$ cat src/rtl/counter_mod_updown_pkg.sv
// Shared constants and parameter legality check for the modulo up/down counter.
`timescale 1ns/1ps
package counter_pkg;

  localparam int MODE_WRAP = 0;
  localparam int MODE_SAT  = 1;

  function automatic bit params_legal(input int width, input int modulo, input int sat_mode);
    return (width >= 2) && (width <= 16) &&
           (modulo >= 2) && (modulo <= (1 << width)) &&
           ((sat_mode == MODE_WRAP) || (sat_mode == MODE_SAT));
  endfunction

endpackage

$ cat src/rtl/counter_mod_updown_step.sv
// Next-state logic for the modulo counter: load, increment/decrement, boundary detection.
`timescale 1ns/1ps
module counter_step
  import counter_pkg::*;
#(
  parameter int WIDTH    = 4,
  parameter int MODULO   = 16,
  parameter int SAT_MODE = MODE_WRAP
) (
  input  logic [WIDTH-1:0] count,
  input  logic             en,
  input  logic             up,
  input  logic             load,
  input  logic [WIDTH-1:0] load_val,
  output logic [WIDTH-1:0] next_count,
  output logic             tc_next,
  output logic             ovf_event
);

  localparam logic [WIDTH:0]   TOP_EXT = (WIDTH+1)'(MODULO - 1);
  localparam logic [WIDTH-1:0] TOP     = WIDTH'(MODULO - 1);
  localparam bit               SAT     = (SAT_MODE == MODE_SAT);

  logic [WIDTH:0] cnt_ext;
  logic [WIDTH:0] load_ext;
  logic [WIDTH:0] inc;
  logic [WIDTH:0] dec;

  // One spare bit: the carry past TOP and the borrow below zero are the boundary flags.
  assign cnt_ext  = {1'b0, count};
  assign load_ext = {1'b0, load_val};
  assign inc      = cnt_ext + 1'b1;
  assign dec      = cnt_ext - 1'b1;

  always_comb begin
    next_count = count;
    tc_next    = 1'b0;
    ovf_event  = 1'b0;
    if (load) begin
      if (load_ext > TOP_EXT) begin
        next_count = TOP;
        ovf_event  = 1'b1;
      end else begin
        next_count = load_val;
      end
    end else if (en) begin
      if (up) begin
        if (inc > TOP_EXT) begin
          next_count = SAT ? TOP : '0;
          tc_next    = 1'b1;
          ovf_event  = 1'b1;
        end else begin
          next_count = inc[WIDTH-1:0];
        end
      end else begin
        if (dec[WIDTH]) begin
          next_count = SAT ? '0 : TOP;
          tc_next    = 1'b1;
          ovf_event  = 1'b1;
        end else begin
          next_count = dec[WIDTH-1:0];
        end
      end
    end
  end

endmodule

$ cat src/rtl/counter_mod_updown.sv
// Pad-level modulo up/down counter: count, terminal-count pulse and sticky overflow registers.
`timescale 1ns/1ps
module counter_mod_updown
  import counter_pkg::*;
#(
  parameter int WIDTH    = 4,
  parameter int MODULO   = 16,
  parameter int SAT_MODE = MODE_WRAP
) (
  input  logic             GCLK_Pad,
  input  logic             rst_Pad,
  input  logic             en_Pad,
  input  logic             up_Pad,
  input  logic             load_Pad,
  input  logic [WIDTH-1:0] load_val_Pad,
  output logic [WIDTH-1:0] count_Pad,
  output logic             tc_Pad,
  output logic             ovf_Pad
);

  generate
    if (!params_legal(WIDTH, MODULO, SAT_MODE)) begin : g_bad_params
      $error("counter_mod_updown: illegal WIDTH/MODULO/SAT_MODE combination");
    end
  endgenerate

  logic [WIDTH-1:0] next_count;
  logic             tc_next;
  logic             ovf_event;

  counter_step #(
    .WIDTH    (WIDTH),
    .MODULO   (MODULO),
    .SAT_MODE (SAT_MODE)
  ) u_step (
    .count      (count_Pad),
    .en         (en_Pad),
    .up         (up_Pad),
    .load       (load_Pad),
    .load_val   (load_val_Pad),
    .next_count (next_count),
    .tc_next    (tc_next),
    .ovf_event  (ovf_event)
  );

  always_ff @(posedge GCLK_Pad) begin
    if (rst_Pad) begin
      count_Pad <= '0;
      tc_Pad    <= 1'b0;
      ovf_Pad   <= 1'b0;
    end else begin
      count_Pad <= next_count;
      tc_Pad    <= tc_next;
      ovf_Pad   <= ovf_Pad | ovf_event;
    end
  end

endmodule

$ cat config.mk
export PLATFORM = sky130hd
export DESIGN_NAME = counter_mod_updown
export DESIGN_NICKNAME = d
export VERILOG_FILES = /design/src/rtl/counter_mod_updown_pkg.sv /design/src/rtl/counter_mod_updown_step.sv /design/src/rtl/counter_mod_updown.sv
export SDC_FILE = /design/constraint.sdc
export NUM_CORES = 1
export LEC_CHECK = 0
export CAP_MARGIN = 20
export CORE_AREA = 5 5 42 44
export CTS_BUF_LIST = sky130_fd_sc_hd__clkbuf_4 sky130_fd_sc_hd__clkbuf_8
export DETAILED_ROUTE_END_ITERATION = 12
export DIE_AREA = 0 0 47 49
export PLACE_DENSITY_LB_ADDON = 0.15
export SYNTH_ARGS = -nofsm -noshare
export SYNTH_HDL_FRONTEND = slang
export SYNTH_SLANG_ARGS = --single-unit
$ cat constraint.sdc
create_clock -name GCLK_Pad -period 2.86 [get_ports GCLK_Pad]
set_input_delay 0.715 -clock GCLK_Pad [delete_from_list [all_inputs] [get_ports GCLK_Pad]]
set_output_delay 0.715 -clock GCLK_Pad [all_outputs]
set_load 0.02 [all_outputs]
==> results, run 1 <==
- The run finished with clean final reports.
- The number of buffers inserted for hold repair after clock tree synthesis is 0.
- The number of ports placed on the die boundary is 15.
- The worst path uses 77.5% of the clock period.
- At the end of routability-driven placement, the weighted congestion stood at 0.765.
- After synthesis, the largest area contributor takes up 24.2% of total cell area.
- The final worst hold slack is 444 ps.
- The reported max-cap violation count is 0.
- The fraction of registers with async set/reset is 0%.
- The quantity of I/O buffers inserted on ports is 14.
- The clock period could shrink to 2220 ps.
- The worst setup path is of the flop to output pin kind.
- The remaining antenna violation count is 0.
- On the final layout, the worst clock skew is 9.49 ps.
- Dividing the detail-routed via count by the number of cells gives 5.76.
- The synthesized cell area is 497 um2.
- After legalization and detailed placement, the total HPWL measured 904 um.
- The number of inserted filler cells in the final layout is 152.
- In this run the worst setup path terminates at count_Pad[0].
- The slowest stage cell on the critical path is sky130_fd_sc_hd__clkdlybuf4s50_1.
- The synthesis-stage register bit count is 6.
- The count of warnings emitted by yosys is 0.
- The floorplan step defined a die boundary enclosing 0.00230 mm2.
- Yosys mapped a number of flops with a built-in enable equal to 0.
- In the final layout, the share of cells above drive strength 1 is 9.21%.
- The buffer depth of the longest clock path is 2.
- The leakage dissipation is 0.246 nW.
- In the final timing run, aggregate negative setup slack is 0 ps.
- The first-pass GRT wire length is 2080 um.
- In the final routed layout, each cell accounts on average for 13.1 um.
- The sequential cell area is 120 um2.
- The post-synthesis cell count is 62.
- Dividing total power by cell area gives a power density of 400 mW/mm2.
- In this run the number of H-tree levels came out at 1.
- The number of placement rows is 14.
- The maximum cell stage delay along the critical path is 680 ps.
- The multi-input gate area in the final layout is 334 um2.
- After clock tree synthesis, the clock-pin slew on the worst setup and hold paths is 60 ps.
- IR analysis of the VDD net gives a maximum drop of 0.000209 V.
- The share of the core filled with cells is 47.9%.
- The net count of the finished layout is 90.
- The DRC marker count from the first detailed-route iteration is 10.
- The floorplan step defined a core boundary enclosing 0.00140 mm2.
- The biggest area contributor in the post-synthesis netlist is sky130_fd_sc_hd__dfxtp_1.
- The maximum number of pins on one net before global-route repair is 15.
- Measured in cells, the most critical reg-to-reg path has a length of 6.
- The share of the yosys chip area belonging to registers is 24.2%.
- The data arrival time at the worst-slack endpoint is 1500 ps.
- The number of distinct library cells after synthesis is 31.
- Setup repair after global routing left no endpoint under its margin.
- The antenna diode instance count is 0.
- Synthesis produced a netlist with a net count of 74.
- At the pin with the least slew margin, the transition time is 436 ps.
- The number of search-and-repair iterations in the first detailed-routing pass is 4.
- The initial antenna violation count was 0.
- The endpoint type of the worst setup path is an output pin.
- The total count of max-transition violations in the final report is 0.
- The height of the die is 49 um.
- The TritonCTS sink count is 6.
- The final hold violation count is 0.
- The total global routing overflow is 0.
- The overall track demand over capacity in global routing is 12.1%.
- The beginning of the critical path is count_Pad[0].
- The startpoint identified for the worst register-to-register timing path is count_Pad[0].
- Headroom to the max-slew limit came out at 70.8%.
- The endpoint of the worst-slack reg-to-reg timing path is count_Pad[2].
- The clock tree from TritonCTS is yes.
- The instance count on the critical path is 1.
- Static timing analysis puts the maximum clock frequency at 451 MHz.
- The final wirelength is 1200 um.
- After synthesis, the cell types taking the most area are sky130_fd_sc_hd__dfxtp_1 24%, sky130_fd_sc_hd__ha_1 7.6%, sky130_fd_sc_hd__a21oi_1 7.1%.
- The starting density of the core is 35.4%.
- The data required time of the worst path is 2140 ps.
- The category of cells accounting for the largest share of critical-path delay is buffers and inverters.
- The tree is rooted in a sky130_fd_sc_hd__clkbuf_4.
- In this run the post-CTS setup repair buffer count came out at 0.
- Buffers inserted during clock tree synthesis total 3.
- The final setup violation count is 0.
- The sort of element at the start of the critical path is a flop.
- The path class of the lowest-slack min-delay path is flop to flop.
- The setup slack on the worst flop-to-flop path is 840 ps.
- For this block, the via count after detailed routing is 530.
- In this run the worst path has a maximum fanout of 12.
- The clock reaches the later pin of the worst-skew pair after 250 ps.
- The final routed DRC violation total is 0.
- The mean instance size in the synthesized netlist is 8.01 um2.
- The dominant register cell in the synthesized netlist is sky130_fd_sc_hd__dfxtp_1.
- Together, buffers and inverters on the worst path number 1.
- The critical path goes through clkdlybuf4s50_1.
- In this run the horizontal extent of the chip is 47 um.
- The count of instances resized after the clock tree is built is 0.
- Compared with the post-synthesis result, the final layout area differs by 35.0%.
- The via count of the first global-routing pass came to 452.
[per-layer routing]
metal	part of all wire [%]	vias up	wire, um	track usage, %
met3	6.4	4	77	3.32
li1	-	264	-	-
met1	47	246	562	16.9
met2	45	16	542	16.7
met4	1.7	0	21	5.53
met5	0	-	0	0
[worst min path at each step]
stage	slack, ps	end	start	depth (start not counted)
floorplan	520	ovf_Pad	ovf_Pad	2
global placement	430	ovf_Pad	ovf_Pad	2
detailed placement	440	ovf_Pad	ovf_Pad	2
CTS	450	ovf_Pad	ovf_Pad	2
global route	470	ovf_Pad	ovf_Pad	2
finish	440	ovf_Pad	ovf_Pad	2
[layout by cell type (no fill, tap or decap), types with 2 or more instances in the layout]
master,synthesis,final
sky130_fd_sc_hd__clkdlybuf4s50_1,0,14
sky130_fd_sc_hd__inv_1,7,7
sky130_fd_sc_hd__a21oi_1,7,7
sky130_fd_sc_hd__dfxtp_1,6,6
sky130_fd_sc_hd__xnor2_1,3,3
sky130_fd_sc_hd__nor2_1,3,3
sky130_fd_sc_hd__ha_1,3,3
sky130_fd_sc_hd__clkbuf_4,0,3
sky130_fd_sc_hd__nor3_1,2,2
sky130_fd_sc_hd__nand2b_1,2,2
sky130_fd_sc_hd__or4b_4,2,2
sky130_fd_sc_hd__nand3_1,2,2
sky130_fd_sc_hd__nand3b_1,2,2
sky130_fd_sc_hd__o21bai_1,2,2
[cell usage after synthesis (2+ instances only)]
cell and n:
sky130_fd_sc_hd__inv_1 7, sky130_fd_sc_hd__xnor2_1 3, sky130_fd_sc_hd__ha_1 3, sky130_fd_sc_hd__o21bai_1 2, sky130_fd_sc_hd__or4b_4 2, sky130_fd_sc_hd__a21oi_1 7
sky130_fd_sc_hd__dfxtp_1 6, sky130_fd_sc_hd__nor2_1 3, sky130_fd_sc_hd__nand2b_1 2, sky130_fd_sc_hd__clkbuf_1 3, sky130_fd_sc_hd__nand3b_1 2, sky130_fd_sc_hd__nand3_1 2
sky130_fd_sc_hd__nor3_1 2
[state kept, by name, indices dropped and copies added (netlist names)]
name / count
count_Pad: 4
ovf_Pad: 1
tc_Pad: 1
[worst reg2reg max path, stage by stage, from the launching register on]
cell and delay [ps]:
sky130_fd_sc_hd__dfxtp_1 570, sky130_fd_sc_hd__inv_1 130, sky130_fd_sc_hd__ha_1 330, sky130_fd_sc_hd__nand2b_1 90, sky130_fd_sc_hd__or4b_4 510, sky130_fd_sc_hd__a41oi_2 190, sky130_fd_sc_hd__nor3_1 70
[per-stage QoR]
step                total power [mW]  instance area, um2  worst slack, ps  std cells
finish                         0.268                 671              643         92
global route                   0.289                 671              593         92
CTS                            0.272                 671              639         92
detailed placement             0.187                 648              639         89
global placement               0.187                 648              654         89
floorplan                      0.153                 497              812         62
[cell type report]
class | instances | share of cell area, %
sequential | 6 | 17.9
inverter | 7 | 3.92
tap | 16 | 2.99
timing repair buffer | 15 | 22.0
clock buffer | 3 | 3.36
multi-input combinational | 45 | 49.8
[report_power, final]
part	internal [mW]	switching [mW]	total, mW
Clock	0.0478	0.0347	0.0825
Sequential	0.0895	0.0121	0.102
Combinational	0.0443	0.0396	0.0839
Total	0.182	0.0864	0.268
[cells by family (layout without fill, tap and decap cells)]
family	after synthesis	count (layout)	synth area share, %
buffers and inverters	11	25	8.56
AO/OA/AOI/OAI	21	21	30.7
AND/OR/NAND/NOR	18	18	23.7
flip-flops	6	6	24.2
XOR/XNOR	3	3	5.29
adder cells (fa/ha/maj)	3	3	7.56
(Power assumes the default switching activity.)
==> run 2, diff against run 1 <==
==> constraint.sdc (replaced) <==
create_clock -name GCLK_Pad -period 2.2 [get_ports GCLK_Pad]
set_input_delay 0.55 -clock GCLK_Pad [delete_from_list [all_inputs] [get_ports GCLK_Pad]]
set_output_delay 0.55 -clock GCLK_Pad [all_outputs]
set_load 0.02 [all_outputs]
==> run 2 against run 1 <==
Worst hold slack improved by 1.4 ps. Wire length increased by 7.2%. Register-to-register slack got worse by 510 ps. Utilization increased by 1.1 points. First-iteration DRC count unchanged. Via count decreased by 1.5%. Sequential cell count unchanged. Largest cell class unchanged.
==> results, run 2 (same netlist as run 1, synthesis figures left out) <==
- The clock network power share came to 29.5% (was 30.8%).
- The flip-flop count of the largest register after layout is 4 (unchanged).
- The data arrival time at the worst-slack endpoint is 1470 ps (was 1500 ps).
- The ratio of final minimum period to clock period is 91.9%.
- The final estimated routing congestion in global placement is 0.764 (was 0.765).
- The remaining antenna violation count is 0 (unchanged).
- The clock transition at the register clock pins on the worst setup and hold paths after CTS is 40 ps (was 60 ps).
- The root buffer cell is sky130_fd_sc_hd__clkbuf_4 (unchanged).
- The instance count on the critical path is 2 (was 1).
- The number of buffers created by CTS is 3 (unchanged).
- The setup slack on the worst flop-to-flop path is 330 ps (was 840 ps).
- The number of instances in the placed design is 91 (was 89).
- The via total after detailed routing came to 522 (was 530).
- The share of post-route cells with drive strength above 1 is 11.5% (was 9.21%).
- The final routed DRC violation total is 0 (unchanged).
- The clock tree from TritonCTS is yes (unchanged).
- Timing would allow up to 495 MHz.
- The count of instances resized after the clock tree is built came to 0 (unchanged).
- The number of search-and-repair iterations in the first detailed-routing pass is 3 (was 4).
- The category of cells accounting for the largest share of critical-path delay is buffers and inverters (unchanged).
- Setup repair after global routing missed its margin: false (unchanged).
- The buffer depth of the longest clock path is 2 (unchanged).
- The category of the critical setup timing path is flop to output pin (unchanged).
- The slowest stage cell on the critical path is sky130_fd_sc_hd__clkdlybuf4s50_1 (unchanged).
- The number of ports placed on the die boundary was 15 (unchanged).
- The routed length per instance was 13.7 um (was 13.1 um).
- The sequential cell area is 120 um2 (unchanged).
- The largest fanout on the critical path was 8 (was 12).
- The number of buffers inserted for hold repair after clock tree synthesis is 0 (unchanged).
- The total non-filler cell area in the finished layout is 686 um2 (was 671 um2).
- The commonest non-fill, non-tap cell in the layout is sky130_fd_sc_hd__clkdlybuf4s50_1 (unchanged).
- The total negative slack for setup checks was 0 ps (unchanged).
- The data required time of the worst path came to 1650 ps (was 2140 ps).
- The sort of element at the start of the critical path is a flop (unchanged).
- The final wirelength was 1290 um (was 1200 um).
- The number of inserted filler cells in the final layout is 153 (was 152).
- The height of the die is 49 um (unchanged).
- The leakage dissipation is 0.256 nW (was 0.246 nW).
- The clock latency at the later pin of the worst-skew pair was 240 ps (was 250 ps).
- The clock period minus final worst setup slack is 2020 ps.
- The final worst hold slack came to 446 ps (was 444 ps).
- The count of placed standard cells in the final layout, fillers left out is 94 (was 92).
- The normalized max-slew margin is 68.8% (was 70.8%).
- The final clock skew came to 9.39 ps (was 9.49 ps).
- The depth of the worst hold-timing path came to 2 (unchanged).
- The growth of design area from synthesis to finish is 38.0% (was 35.0%).
- The count of H-tree levels built during CTS is 1 (unchanged).
- The maximum number of pins on one net before global-route repair is 15 (unchanged).
- The number of placement rows is 14 (unchanged).
- The final hold violation count is 0 (unchanged).
- The first-pass GRT wire length is 2240 um (was 2080 um).
- The antenna diode instance count came to 0 (unchanged).
- The register with the most flip-flops was count_Pad (unchanged).
- The multi-input gate area in the final layout was 334 um2 (unchanged).
- The starting density of the core is 35.4% (unchanged).
- The total global routing overflow is 0 (unchanged).
- Most frequent cells in the layout: 14 x sky130_fd_sc_hd__clkdlybuf4s50_1, 7 x sky130_fd_sc_hd__inv_1, 7 x sky130_fd_sc_hd__a21oi_1, 6 x sky130_fd_sc_hd__dfxtp_1 (unchanged).
- The total chip power is 350 uW (was 268 uW).
- The number of nets in the layout is 92 (was 90).
- The TritonCTS sink count is 6 (unchanged).
- The slew at the pin with the worst max-slew slack was 466 ps (was 436 ps).
- The DRC marker count from the first detailed-route iteration is 10 (unchanged).
- Largest registers ranked by flip-flop count: count_Pad: 4 flops, ovf_Pad: 1 flops, tc_Pad: 1 flops (unchanged).
- The worst reg-to-reg path cell count is 6 (unchanged).
- The worst-case vdd ir drop came to 0.000304 V (was 0.000209 V).
- The total count of max-transition violations in the final report is 0 (unchanged).
- The endpoint type of the worst setup path is an output pin (unchanged).
- The overall track demand over capacity in global routing is 13.0% (was 12.1%).
- The via count of the first global-routing pass is 529 (was 452).
- The initial antenna violation count is 0 (unchanged).
- The die area came to 0.00230 mm2 (unchanged).
- The proportion of total power due to net switching was 31.8% (was 32.2%).
- Result of the run: completed (unchanged).
- The instance area after placement came to 663 um2 (was 648 um2).
- The quantity of I/O buffers inserted on ports came to 14 (unchanged).
- The switching power total is 111 uW (was 86.4 uW).
- The core area was 0.00140 mm2 (unchanged).
- The combinational group share of total power was 33.3% (was 31.3%).
- The maximum cell stage delay along the critical path is 610 ps (was 680 ps).
- The routed via count divided by cell count is 5.55 (was 5.76).
- The number of buffers added for setup after CTS is 0 (unchanged).
- Critical-path cell list: buf_4, clkdlybuf4s50_1 (was clkdlybuf4s50_1).
- The relative contribution of sequential cells to total power is 37.2% (was 37.9%).
- The final setup violation count was 0 (unchanged).
- The total internal power is 239 uW (was 182 uW).
- The path class of the lowest-slack min-delay path is flop to flop (unchanged).
- The reported max-cap violation count was 0 (unchanged).
- The width of the die was 47 um (unchanged).
- The number of buffers and inverters on the critical path is 2 (was 1).
- The areal power density over the cells came to 511 mW/mm2 (was 400 mW/mm2).
- The sum of net half-perimeters after detailed placement came to 953 um (was 904 um).
run 2: through the flow:
stage | util (%) | setup WS, ps
floorplan | - | 152
CTS | 48.9 | 176
finish | 48.9 | 178
global placement | 47.3 | 163
detailed placement | 47.3 | 157
global route | 48.9 | 146
run 2: power by group through the flow:
| stage | sequential [mW] | clock (mW) | combinational (mW) |
|---|---|---|---|
| 2_1_floorplan | 0.137 | 0 | 0.0624 |
| 3_3_place_gp | 0.132 | 0 | 0.115 |
| 3_5_place_dp | 0.132 | 0 | 0.116 |
| 4_1_cts | 0.130 | 0.105 | 0.117 |
| 5_1_grt | 0.132 | 0.110 | 0.129 |
| 6_report | 0.130 | 0.103 | 0.117 |
run 2: path summary, 6_finish.rpt:
check / from / end
min: ovf_Pad / ovf_Pad
max: count_Pad[0] / count_Pad[0]
max reg2reg: count_Pad[1] / count_Pad[1]
min reg2reg: ovf_Pad / ovf_Pad
run 2: layout make-up:
class	count	share of cell area (%)
sequential	6	17.5
multi-input combinational	45	48.7
clock buffer	3	3.28
timing repair buffer	17	23.7
inverter	7	3.83
tap	16	2.92
run 2: worst register-to-register path, delay by kind of cell (launching register included):
family	cells	cell delay (ps)
AO/OA/AOI/OAI	2	220
adder cells (fa/ha/maj)	1	320
AND/OR/NAND/NOR	2	620
buffers and inverters	1	80
flip-flops	1	480
run 2: layer usage:
layer,global-route usage (%),wire length (um)
met1,16.7,607
met2,19.7,594
met3,3.69,59
met4,5.53,29
met5,0,0
